`src/rtl/voice_allocator_pkg.sv`:
```
// voice_allocator_pkg
// Shared types and helpers for the polyphonic voice allocator.
// Contents:
//   NUM_KEYS / DIV_W     keys per octave and divisor width
//   alloc_state_e        allocator FSM states
//   voice_t              per-voice table entry {valid, key, rank}
//   lowestSet()          priority encoder: lowest set bit of a key vector
//   divEntry()           extracts one divisor from the flat divider table
package voice_allocator_pkg;

    localparam int NUM_KEYS = 12;
    localparam int DIV_W    = 16;
    localparam int KEY_W    = 4;
    localparam int RANK_W   = 3;

    typedef logic [KEY_W-1:0]  keyIdx_t;
    typedef logic [RANK_W-1:0] rank_t;

    typedef enum logic [1:0] {
        IDLE,
        WAIT_DIV,
        RELOAD
    } alloc_state_e;

    // Rank 0 is the most recently allocated voice; the oldest voice holds the
    // highest rank, which makes it the steal victim when every voice is busy.
    typedef struct packed {
        logic    valid;
        keyIdx_t key;
        rank_t   rank;
    } voice_t;

    function automatic keyIdx_t lowestSet(input logic [NUM_KEYS-1:0] vec);
        keyIdx_t idx;
        idx = '0;
        for (int i = NUM_KEYS - 1; i >= 0; i--) begin
            if (vec[i]) begin
                idx = keyIdx_t'(i);
            end
        end
        return idx;
    endfunction

    function automatic logic [DIV_W-1:0] divEntry(input logic [NUM_KEYS*DIV_W-1:0] tbl,
                                                  input keyIdx_t k);
        return tbl[int'(k)*DIV_W +: DIV_W];
    endfunction

endpackage

```
`src/rtl/voice_allocator_if.sv`:
```
// voice_allocator_if
// Bundles the keypad/divider inputs and the voice control outputs of the
// voice allocator.
// Signals:
//   keys        debounced key levels, bit k = semitone k
//   octave      octave select (also drives the divider table generator)
//   div_table   flat divider table, entry k at [k*DIV_W +: DIV_W]
//   voice_en    voice v currently sounding
//   voice_div   registered divisor per voice
//   voice_load  one-cycle restart strobe per voice
//   steal       one-cycle strobe when an allocation evicts a held key
//   busy        allocator working or events pending
// Modports: master drives keys/octave/div_table, slave is the allocator.
interface voice_allocator_if #(
    parameter int NUM_VOICES = 4
);
    import voice_allocator_pkg::*;

    logic [NUM_KEYS-1:0]         keys;
    logic                        octave;
    logic [NUM_KEYS*DIV_W-1:0]   div_table;
    logic [NUM_VOICES-1:0]       voice_en;
    logic [NUM_VOICES*DIV_W-1:0] voice_div;
    logic [NUM_VOICES-1:0]       voice_load;
    logic                        steal;
    logic                        busy;

    modport master (
        output keys, octave, div_table,
        input  voice_en, voice_div, voice_load, steal, busy
    );

    modport slave (
        input  keys, octave, div_table,
        output voice_en, voice_div, voice_load, steal, busy
    );

endinterface

```
`src/rtl/voice_allocator_picker.sv`:
```
// voice_allocator_picker
// Combinational lookup over the voice table for one key.
// Ports:
//   voices_i      voice table
//   key_i         key being serviced
//   hit_o         some valid voice already holds key_i
//   hit_idx_o     lowest-index voice holding key_i
//   free_o        at least one voice is free
//   free_idx_o    lowest-index free voice
//   oldest_idx_o  valid voice with rank NUM_VOICES-1
module voice_allocator_picker
    import voice_allocator_pkg::*;
#(
    parameter int NUM_VOICES = 4,
    parameter int VW         = $clog2(NUM_VOICES)
) (
    input  voice_t [NUM_VOICES-1:0] voices_i,
    input  keyIdx_t                 key_i,
    output logic                    hit_o,
    output logic [VW-1:0]           hit_idx_o,
    output logic                    free_o,
    output logic [VW-1:0]           free_idx_o,
    output logic [VW-1:0]           oldest_idx_o
);

    // Scanning from the top down lets the lowest index win each search.
    always_comb begin
        hit_o        = 1'b0;
        hit_idx_o    = '0;
        free_o       = 1'b0;
        free_idx_o   = '0;
        oldest_idx_o = '0;
        for (int v = NUM_VOICES - 1; v >= 0; v--) begin
            if (voices_i[v].valid && voices_i[v].key == key_i) begin
                hit_o     = 1'b1;
                hit_idx_o = VW'(v);
            end
            if (!voices_i[v].valid) begin
                free_o     = 1'b1;
                free_idx_o = VW'(v);
            end
            if (voices_i[v].valid && voices_i[v].rank == RANK_W'(NUM_VOICES - 1)) begin
                oldest_idx_o = VW'(v);
            end
        end
    end

endmodule

```
`src/rtl/voice_allocator.sv`:
```
// voice_allocator
// Polyphonic voice scheduler: maps held keys onto oscillator voices, loads
// each voice with its key's divisor, steals the oldest voice when all are busy
// and reloads every active voice after an octave change.
// Ports:
//   clk   system clock
//   rst   synchronous active-high reset
//   bus   voice_allocator_if.slave (keys, octave, div_table in;
//         voice_en, voice_div, voice_load, steal, busy out)
module voice_allocator
    import voice_allocator_pkg::*;
#(
    parameter int NUM_VOICES = 4
) (
    input  logic             clk,
    input  logic             rst,
    voice_allocator_if.slave bus
);

    localparam int VW = $clog2(NUM_VOICES);

    alloc_state_e                     state_q, state_d;
    logic [NUM_KEYS-1:0]              keys_q;
    logic [NUM_KEYS-1:0]              pendPress_q, pendPress_d;
    logic [NUM_KEYS-1:0]              pendRel_q, pendRel_d;
    logic                             octave_q;
    voice_t [NUM_VOICES-1:0]          voices_q;
    logic [NUM_VOICES-1:0][DIV_W-1:0] voiceDiv_q;
    logic [NUM_VOICES-1:0]            voiceLoad_q;
    logic                             steal_q;
    logic                             busy_q, busy_d;

    logic [NUM_KEYS-1:0] pressEdge, relEdge, svcMask;
    logic                octChange, svcRel, svcPress, anyRel, anyPress;
    keyIdx_t             svcKey;
    logic                hit, free;
    logic [VW-1:0]       hitIdx, freeIdx, oldestIdx, target;
    logic [RANK_W:0]     oldRank;

    voice_allocator_picker #(
        .NUM_VOICES (NUM_VOICES),
        .VW         (VW)
    ) u_picker (
        .voices_i     (voices_q),
        .key_i        (svcKey),
        .hit_o        (hit),
        .hit_idx_o    (hitIdx),
        .free_o       (free),
        .free_idx_o   (freeIdx),
        .oldest_idx_o (oldestIdx)
    );

    // Edge detection, event selection and pending bookkeeping. An octave
    // change seen in IDLE blocks servicing that cycle so the reload goes first;
    // releases always drain before presses.
    always_comb begin
        pressEdge = bus.keys & ~keys_q;
        relEdge   = ~bus.keys & keys_q;
        anyRel    = |pendRel_q;
        anyPress  = |pendPress_q;
        octChange = (state_q == IDLE) && (bus.octave != octave_q);
        svcRel    = (state_q == IDLE) && !octChange && anyRel;
        svcPress  = (state_q == IDLE) && !octChange && !anyRel && anyPress;
        svcKey    = anyRel ? lowestSet(pendRel_q) : lowestSet(pendPress_q);
        svcMask   = NUM_KEYS'(1) << svcKey;

        pendPress_d = ((pendPress_q & ~(svcPress ? svcMask : '0)) | pressEdge) & ~relEdge;
        pendRel_d   = ((pendRel_q & ~(svcRel ? svcMask : '0)) | relEdge) & ~pressEdge;

        state_d = state_q;
        unique case (state_q)
            IDLE:     if (octChange) state_d = WAIT_DIV;
            WAIT_DIV: state_d = RELOAD;
            RELOAD:   state_d = IDLE;
            default:  state_d = IDLE;
        endcase

        busy_d = (state_d != IDLE) || (|pendPress_d) || (|pendRel_d);
    end

    // Press target: retrigger, else lowest free voice, else the oldest. A free
    // target's old rank counts as NUM_VOICES so every valid voice ages by one.
    always_comb begin
        target  = hit ? hitIdx : (free ? freeIdx : oldestIdx);
        oldRank = voices_q[target].valid ? {1'b0, voices_q[target].rank}
                                         : (RANK_W + 1)'(NUM_VOICES);
    end

    // FSM, voice table and registered outputs. Strobes default low and are
    // raised only in the cycle that services an event or performs the reload.
    always_ff @(posedge clk) begin
        if (rst) begin
            state_q     <= IDLE;
            keys_q      <= '0;
            pendPress_q <= '0;
            pendRel_q   <= '0;
            octave_q    <= 1'b0;
            voices_q    <= '0;
            voiceDiv_q  <= '0;
            voiceLoad_q <= '0;
            steal_q     <= 1'b0;
            busy_q      <= 1'b0;
        end else begin
            state_q     <= state_d;
            keys_q      <= bus.keys;
            pendPress_q <= pendPress_d;
            pendRel_q   <= pendRel_d;
            busy_q      <= busy_d;
            voiceLoad_q <= '0;
            steal_q     <= 1'b0;

            if (octChange) begin
                octave_q <= bus.octave;
            end

            if (svcRel && hit) begin
                for (int v = 0; v < NUM_VOICES; v++) begin
                    if (voices_q[v].valid && voices_q[v].rank > voices_q[hitIdx].rank) begin
                        voices_q[v].rank <= voices_q[v].rank - rank_t'(1);
                    end
                end
                voices_q[hitIdx].valid <= 1'b0;
            end

            if (svcPress) begin
                for (int v = 0; v < NUM_VOICES; v++) begin
                    if (VW'(v) != target && voices_q[v].valid &&
                        {1'b0, voices_q[v].rank} < oldRank) begin
                        voices_q[v].rank <= voices_q[v].rank + rank_t'(1);
                    end
                end
                voices_q[target].valid <= 1'b1;
                voices_q[target].key   <= svcKey;
                voices_q[target].rank  <= '0;
                voiceDiv_q[target]     <= divEntry(bus.div_table, svcKey);
                voiceLoad_q[target]    <= 1'b1;
                steal_q                <= !hit && !free;
            end

            if (state_q == RELOAD) begin
                for (int v = 0; v < NUM_VOICES; v++) begin
                    if (voices_q[v].valid) begin
                        voiceDiv_q[v]  <= divEntry(bus.div_table, voices_q[v].key);
                        voiceLoad_q[v] <= 1'b1;
                    end
                end
            end
        end
    end

    // voice_en is the registered valid flag of each table entry.
    always_comb begin
        bus.voice_en = '0;
        for (int v = 0; v < NUM_VOICES; v++) begin
            bus.voice_en[v] = voices_q[v].valid;
        end
    end

    assign bus.voice_div  = voiceDiv_q;
    assign bus.voice_load = voiceLoad_q;
    assign bus.steal      = steal_q;
    assign bus.busy       = busy_q;

endmodule

```
`src/flat_wrapper.sv`:
```
// flat-port wrapper written by rule: the top's interface ports become plain ports
module voice_allocator_flat import voice_allocator_pkg::*;
#(
    parameter int NUM_VOICES = 4
)
  (clk, rst, bus_keys, bus_octave, bus_div_table, bus_voice_en, bus_voice_div, bus_voice_load, bus_steal, bus_busy);
  voice_allocator_if #(.NUM_VOICES(NUM_VOICES)) bus_i ();
  input  logic clk;
  input  logic rst;
  input wire logic [$bits(bus_i.keys)-1:0] bus_keys;
  input wire logic [$bits(bus_i.octave)-1:0] bus_octave;
  input wire logic [$bits(bus_i.div_table)-1:0] bus_div_table;
  output wire logic [$bits(bus_i.voice_en)-1:0] bus_voice_en;
  output wire logic [$bits(bus_i.voice_div)-1:0] bus_voice_div;
  output wire logic [$bits(bus_i.voice_load)-1:0] bus_voice_load;
  output wire logic [$bits(bus_i.steal)-1:0] bus_steal;
  output wire logic [$bits(bus_i.busy)-1:0] bus_busy;
  assign bus_i.keys = bus_keys;
  assign bus_i.octave = bus_octave;
  assign bus_i.div_table = bus_div_table;
  assign bus_voice_en = bus_i.voice_en;
  assign bus_voice_div = bus_i.voice_div;
  assign bus_voice_load = bus_i.voice_load;
  assign bus_steal = bus_i.steal;
  assign bus_busy = bus_i.busy;
  voice_allocator #(.NUM_VOICES(NUM_VOICES)) u_core (.clk(clk), .rst(rst), .bus(bus_i));
endmodule
```
`config.mk`:
```
export PLATFORM = sky130hd
export DESIGN_NAME = voice_allocator_flat
export DESIGN_NICKNAME = d
export VERILOG_FILES = /design/src/rtl/voice_allocator_pkg.sv /design/src/rtl/voice_allocator_if.sv /design/src/rtl/voice_allocator_picker.sv /design/src/rtl/voice_allocator.sv /design/src/flat_wrapper.sv
export SDC_FILE = /design/constraint.sdc
export NUM_CORES = 1
export LEC_CHECK = 0
export BUFFER_PORTS_ARGS = -buffer_cell sky130_fd_sc_hd__buf_2
export CORE_AREA = 10 10 303 159
export CTS_CLUSTER_DIAMETER = 150
export DETAILED_ROUTE_END_ITERATION = 8
export DIE_AREA = 0 0 313 169
export SLEW_MARGIN = 40
export SYNTH_ARGS = -nofsm -noshare
export SYNTH_HDL_FRONTEND = slang
export SYNTH_HIERARCHICAL = 1
export SYNTH_SLANG_ARGS = --single-unit
```
`constraint.sdc`:
```
create_clock -name clk -period 6.95 [get_ports clk]
set_input_delay 0.695 -clock clk [delete_from_list [all_inputs] [get_ports clk]]
set_output_delay 0.695 -clock clk [all_outputs]
set_load 0.05 [all_outputs]
```
### Word level (Yosys, flattened, before mapping)

Index checks and enable logic that the tools add are counted.

* register bits: 141
* input port bits: 207
* output and inout bits: 74
* logic and storage cells: 234

* add/subtract/negate cells: 8
* order comparisons: 12
* equal/unequal tests: 14
* shift-type cells: 6
* mux-type cells: 112
* bitwise operators: 15
* reductions and logical operators: 43

Operator list (count)
* $shiftx 192x9->16: 5
* $bwmux 32: 4
* $mux 64: 2
* $mux 4: 27
* $mux 32: 3
* $mux 3: 27
* $mux 16: 5
* $and 12x12->12: 6
* $not 12->12: 6
* $bwmux 64: 1
* $demux 8 s2: 4
* $reduce_or 12->1: 4
* $bmux 8 s2: 2
* $demux 16 s2: 1
* $mux 2: 15
* $logic_and 1x1->1: 29
* $mux 12: 2
* $mux 8: 3
* $or 12x12->12: 2
* $eq 4x4->1: 4
* $lt 3x4->1: 4
* $mux 1: 13
* $add 3x1->3 const B: 4
* $eq 3x2->1 const B: 4
* 19 further kinds: 33

### Logic depth before layout (Yosys ltp)

* depth after elaboration: 36
* mapped depth: 26
* depth with buffers taken out: 22

### Hierarchy

The synthesis kept the hierarchy.

Modules (own cells, without submodules)
* voice_allocator: instances 1, cells each 1515, area each 14540.2 µm², sequential area each 2822.7 µm²
* voice_allocator_picker: instances 1, cells each 46, area each 341.6 µm², sequential area each 0.0 µm²

### Worst setup path before layout

No wires, ideal clock.

* path type: flip-flop to flip-flop
* start: reg u_core.pendRel_q[3]
* end: reg u_core/voices_q[2] (netlist bit)
* setup time: 0.078 ns
* arrival time: 5.247 ns
* required time: 6.872 ns
* slack: 1.625 ns
* stages on the path, launching flop included: 24
* path buffers: 3
* period minus slack after synthesis: 5.325 ns
* cell sequence: dfxtp_1 -> or4_4 -> nor3_4 -> o2111a_2 -> nor2_2 -> buf_6 -> inv_2 -> buf_2 -> xor2_1 -> nor4_2 -> a31oi_1 -> nor3_1 -> clkbuf_1 -> nand2_1 -> o21a_1 -> mux4_2 -> a21boi_0 -> ha_1 -> a211oi_1 -> o21ai_0 -> a311oi_1 -> a22oi_1 -> xor2_1 -> nor3_1

* cells in the longest elaborated chain, start to end: 28
* elaborated cells between the ends (all ways): 60
* classes of those cells: order compare (4); eq/ne (4); mux (37); reduce/logical (15)

Ends and longest elaborated chain
* start: declaration: line voice_allocator.sv:25 `logic [NUM_KEYS-1:0] pendRel_q, pendRel_d;`
* start signal: assignment: line voice_allocator.sv:107 `pendRel_q <= pendRel_d;`
* $mux 4 (4 in a row): line voice_allocator_pkg.sv:37 `if (vec[i]) begin`
* $mux 4 *: line voice_allocator.sv:64 `svcKey = anyRel ? lowestSet(pendRel_q) : lowestSet(pendPress_q);`
* net u_core.svcKey[0]: line voice_allocator.sv:35 `keyIdx_t svcKey;`
* $eq 4x4->1: line voice_allocator_picker.sv:34 `if (voices_i[v].valid && voices_i[v].key == key_i) begin`
* $logic_and 1x1->1: line voice_allocator_picker.sv:34
* $mux 2 (3 in a row): line voice_allocator_picker.sv:34
* $mux 2 *: line voice_allocator_picker.sv:34
* net u_core.hitIdx[1]: line voice_allocator.sv:37 `logic [VW-1:0] hitIdx, freeIdx, oldestIdx, target;`
* [9 not listed]
* $mux 32: line voice_allocator.sv:92 `if (rst) begin`
* $mux 3: line voice_allocator.sv:127 `if (VW'(v) != target && voices_q[v].valid &&`
* $mux 3: line voice_allocator.sv:125 `if (svcPress) begin`
* $mux 3: line voice_allocator.sv:92
* $bwmux 32: line voice_allocator.sv:132 `voices_q[target].valid <= 1'b1;`
* $bwmux 32: line voice_allocator.sv:133 `voices_q[target].key <= svcKey;`
* $bwmux 32: line voice_allocator.sv:134 `voices_q[target].rank <= '0;`
* $mux 32 *: line voice_allocator.sv:125
* end: declaration: line voice_allocator.sv:27 `voice_t [NUM_VOICES-1:0] voices_q;`

The timed path passes the listed nets; every way through them passes the cells marked *. The select of a mux whose other input is x is not followed.
A chain may end at the register's enable or synchronous reset.

### Worst setup path in the final report

* start: reg u_core.pendRel_q[2]
* end: reg u_core/voices_q[26] (netlist bit)

* elaborated cells between the ends (all ways): 59
* classes of those cells: order compare (4); eq/ne (5); mux (36); reduce/logical (14)

RTL lines
* $mux 4 (3 in a row): line voice_allocator_pkg.sv:37
* $mux 4 *: line voice_allocator.sv:64
* $eq 4x4->1: line voice_allocator_picker.sv:34
* $logic_and 1x1->1: line voice_allocator_picker.sv:34
* $mux 1 (3 in a row): line voice_allocator_picker.sv:34
* $mux 1 *: line voice_allocator_picker.sv:34
* net u_core.hit: line voice_allocator.sv:36 `logic hit, free;`
* $mux 2: line voice_allocator.sv:84 `target = hit ? hitIdx : (free ? freeIdx : oldestIdx);`
* [4 not listed]
* $logic_and 1x1->1: line voice_allocator.sv:127
* $mux 3: line voice_allocator.sv:127
* $mux 3: line voice_allocator.sv:125
* $mux 3: line voice_allocator.sv:92
* $bwmux 32: line voice_allocator.sv:132
* $bwmux 32: line voice_allocator.sv:133
* $bwmux 32: line voice_allocator.sv:134
* $mux 32 *: line voice_allocator.sv:125

Marks and branches as above.

==> impl_metrics.csv <==
group,metric,value,unit
cts,h-tree-depth,4,
routing,routedWlPerCell,31.8,um
worst_setup_path,required,7.32,ns
yosys,syn_area,14900,um^2
yosys,ys_seq_area_frac,0.190,
routing,vias,15700,
yosys,syn_inst,1561,
global_route,grt_pass1_wl,107000,um
die,die_h,169,um
yosys,ys_warn_count,6,
timing,slew_viol_final,0,
die,coreArea,43000,um^2
final_layout,syn2layout_area_growth,17.4,%
timing,rsz0062_at_grt,"no",
worst_setup_path,path_delay_family,"compound AO/OA/AOI/OAI gates",
timing,fin_crit,6.23,ns
final_layout,num-fill-cells,4335,
worst_setup_path,crit_start,"u_core/pendRel_q[2]$_SDFF_PP0_",
cts,clock_latency,0.45,ns
placement,place_hpwl,57400,um
worst_setup_path,rr_worst_depth,19,
global_route,grt_pass1_vias,14600,
placement,io_buffers,280,
worst_setup_path,worst_path_most_repeated_cell,"nand2_1",
routing,drtAntennaViolNets,0,
run_status,status,"complete, no violations",
worst_setup_path,path_buf_inv,1,
global_route,grt_antenna_before_repair,31,
timing,fin_crit_sh,0.897,
cts,cts.sinks,141,
cts,cts_buffers,17,
timing,setup_viol,0,
final_layout,stdcell_count,2380,
yosys,syn_avg_cell_area,9.53,um^2
placement,pre_cts_ws,0.980,ns
cts,cts_tree,"built",
global_route,grt_usage,0.271,
placement,routabilityCongestion,1.01,
timing,fin_ws,0.719,ns
worst_setup_path,reg2reg_from,"u_core/pendRel_q[2]$_SDFF_PP0_",
flow_run,drv_cap,0,
timing,hold_slack,0.473,ns
worst_setup_path,crit_cells,19,
cts,clock_path_buffers,2,
timing,final_hold_viol_count,0,
routing,drtIter0Drc,2499,
routing,drt_first_pass_iters,6,
cts,cts_root_buffer,"clkbuf_16",
timing,setup_tns,0,ns
worst_setup_path,worst-r2r-setup-slack,0.72,ns
die,io_pins,281,
timing,fmax,160,MHz
die,die_w,313,um
yosys,synthArstFlopShare,0,
worst_setup_path,arrival,6.60,ns
placement,dp.cells,2325,
global_route,overflow,0,
yosys,synth-main-ff-cell,"dfxtp_1",
worst_setup_path,worstPathMaxFanout,10,
worst_hold_path,min_path_type,"primary input to flop",
worst_setup_path,slowest_delay,0.66,ns
cts,post_cts_buffers,0,
final_layout,drive_gt1_frac,0.341,
routing,finalWirelength,75600,um
power,p_leak,6.39,nW
power,ir_drop,0.000171,V
final_layout,final_cell_mix,"buf_2, mux4_2, nor2_1",
global_route,grt_max_degree,60,
worst_setup_path,critPathSlowestCell,"nor4_1",
timing,tightest_slew,0.965,ns
worst_setup_path,crit_type,"flop to flop",
power,power,3.36,mW
worst_setup_path,crit_path_end_kind,"flop",
yosys,synth_edf_count,0,
worst_setup_path,regToRegEndpoint,"u_core/voices_q[26]$_SDFF_PP0_",
worst_setup_path,crit_path_end,"u_core/voices_q[26]$_SDFF_PP0_",
yosys,synth_cell_types,68,
routing,vias_per_cell,6.61,
die,start_util,0.346,
cts,post_cts_resized,0,
cts,clk_pin_slew_worst_paths,0.07,ns
final_layout,final_common_cell,"buf_2",
power,p_per_area,193,nW/um^2
yosys,synth_nets,1796,
worst_setup_path,cp_cell_sequence,"nor4_1 > nand2_1 > a21oi_2 > inv_2 > a222oi_1 > nor4b_4 > nor2_1 > nand2_1 > nand2_1 > o21a_1 > mux4_2 > a21boi_0 > ha_1 > a211oi_1 > o21ai_0 > a311oi_1 > a22oi_1 > xor2_1 > nor3_1",
final_layout,layout.nets,1995,
die,design.die.area,52900,um^2
timing,finClkSkew,0.0121,ns
die,rows,54,
routing,drc,0,
yosys,ys_ff_latch,141,
timing,slew_headroom,0.350,
cts,hold_buffers,0,
worst_setup_path,cp-start-kind,"flop",
[registers in the layout, summed over array words and instances, names as in the netlist, 2 cells and up]
| signal | flops |
|---|---|
| u_core/bus.voice_div | 64 |
| u_core/bus.voice_en | 4 |
| u_core/bus.voice_load | 4 |
| u_core/keys_q | 12 |
| u_core/pendPress_q | 12 |
| u_core/pendRel_q | 12 |
| u_core/state_q | 2 |
| u_core/voices_q | 28 |
[worst min-delay path by stage]
stage / startpoint / to / slack (ns) / cells after the start
finish: bus_keys[1] / u_core/keys_q[1]$_SDFF_PP0_ / 0.47 / 2
global route: bus_keys[10] / u_core/keys_q[10]$_SDFF_PP0_ / 0.49 / 2
floorplan: u_core/keys_q[3]$_SDFF_PP0_ / u_core/pendRel_q[3]$_SDFF_PP0_ / 0.48 / 2
detailed placement: u_core/octave_q$_SDFFE_PP0P_ / u_core/octave_q$_SDFFE_PP0P_ / 0.52 / 2
CTS: bus_keys[1] / u_core/keys_q[1]$_SDFF_PP0_ / 0.46 / 2
global placement: u_core/octave_q$_SDFFE_PP0P_ / u_core/octave_q$_SDFFE_PP0P_ / 0.50 / 2
[area by class of cell]
class / count / area (um^2) / area share
Clock buffer: 18 / 429 / 0.0246
Clock inverter: 14 / 151 / 0.00867
Multi-Input combinational cell: 1240 / 11400 / 0.651
Timing Repair Buffer: 322 / 1740 / 0.0996
Tap cell: 588 / 736 / 0.0421
Sequential cell: 141 / 2840 / 0.163
Antenna cell: 19 / 47.5 / 0.00272
Inverter: 38 / 146 / 0.00838
[cells in the mapped netlist, types with 4 or more instances]
cell	count	share of area
a21oi_1	109	0.037
ha_1	28	0.024
a211oi_1	76	0.038
nand4_1	10	0.0042
inv_1	33	0.0083
buf_2	18	0.0061
clkbuf_1	90	0.023
nand2b_1	23	0.0097
buf_1	23	0.0058
and3_1	23	0.0097
xor2_1	15	0.0088
o211ai_1	6	0.0030
nor2b_1	25	0.011
a21o_1	5	0.0025
buf_4	8	0.0040
o31ai_1	12	0.0061
dfxtp_1	141	0.19
a31oi_1	4	0.0017
a22oi_1	4	0.0020
nor4_1	14	0.0059
mux2i_1	168	0.11
a221oi_2	16	0.016
nand2_1	85	0.021
o21a_1	5	0.0025
nor2_1	186	0.047
nand3_1	36	0.012
xnor2_1	9	0.0053
mux4_2	198	0.30
a311oi_1	20	0.012
o21ai_0	98	0.033
nor3_1	17	0.0057
[stage by stage]
step	area, um^2	utilization
detailed placement	16800	0.391
finish	17500	0.406
floorplan	14900	-
CTS	17400	0.404
global route	17500	0.406
global placement	16800	0.390
[kinds of logic (layout without fill, tap and decap cells)]
| kind of cell | count (synthesis) | after routing | synth area share |
|---|---|---|---|
| adders and majority gates | 29 | 29 | 0.0242 |
| and+or+nand+nor | 444 | 444 | 0.142 |
| buffers and inverters | 180 | 392 | 0.0505 |
| xor gates and xnor gates | 24 | 24 | 0.0141 |
| DFF | 141 | 141 | 0.190 |
| AOI/OAI and AO/OA | 377 | 377 | 0.167 |
| other | 0 | 19 | 0 |
| muxes | 366 | 366 | 0.413 |
[metal layers]
layer	track usage	vias up	wire length, um
li1	-	6511	-
met1	0.376	7879	31300
met2	0.338	1247	29000
met3	0.178	77	14400
met4	0.0456	14	690
met5	0.0170	-	202
[worst reg2reg max path: stages, from the launching register on]
cell	delay (ns)
dfxtp_1	0.39
nor4_1	0.66
nand2_1	0.23
a21oi_2	0.57
inv_2	0.08
a222oi_1	0.35
nor4b_4	0.34
nor2_1	0.07
nand2_1	0.28
nand2_1	0.12
o21a_1	0.25
mux4_2	0.48
a21boi_0	0.59
ha_1	0.38
a211oi_1	0.21
o21ai_0	0.12
a311oi_1	0.58
a22oi_1	0.16
xor2_1	0.18
nor3_1	0.12
[report_power, final]
group / internal, mW / leakage, nW / switching [mW]
clock network: 0.508 / 0.280 / 0.430
registers: 0.847 / 1.15 / 0.0521
logic: 0.503 / 4.96 / 1.02
total: 1.86 / 6.39 / 1.50
Power figures use the tool's default switching activity.
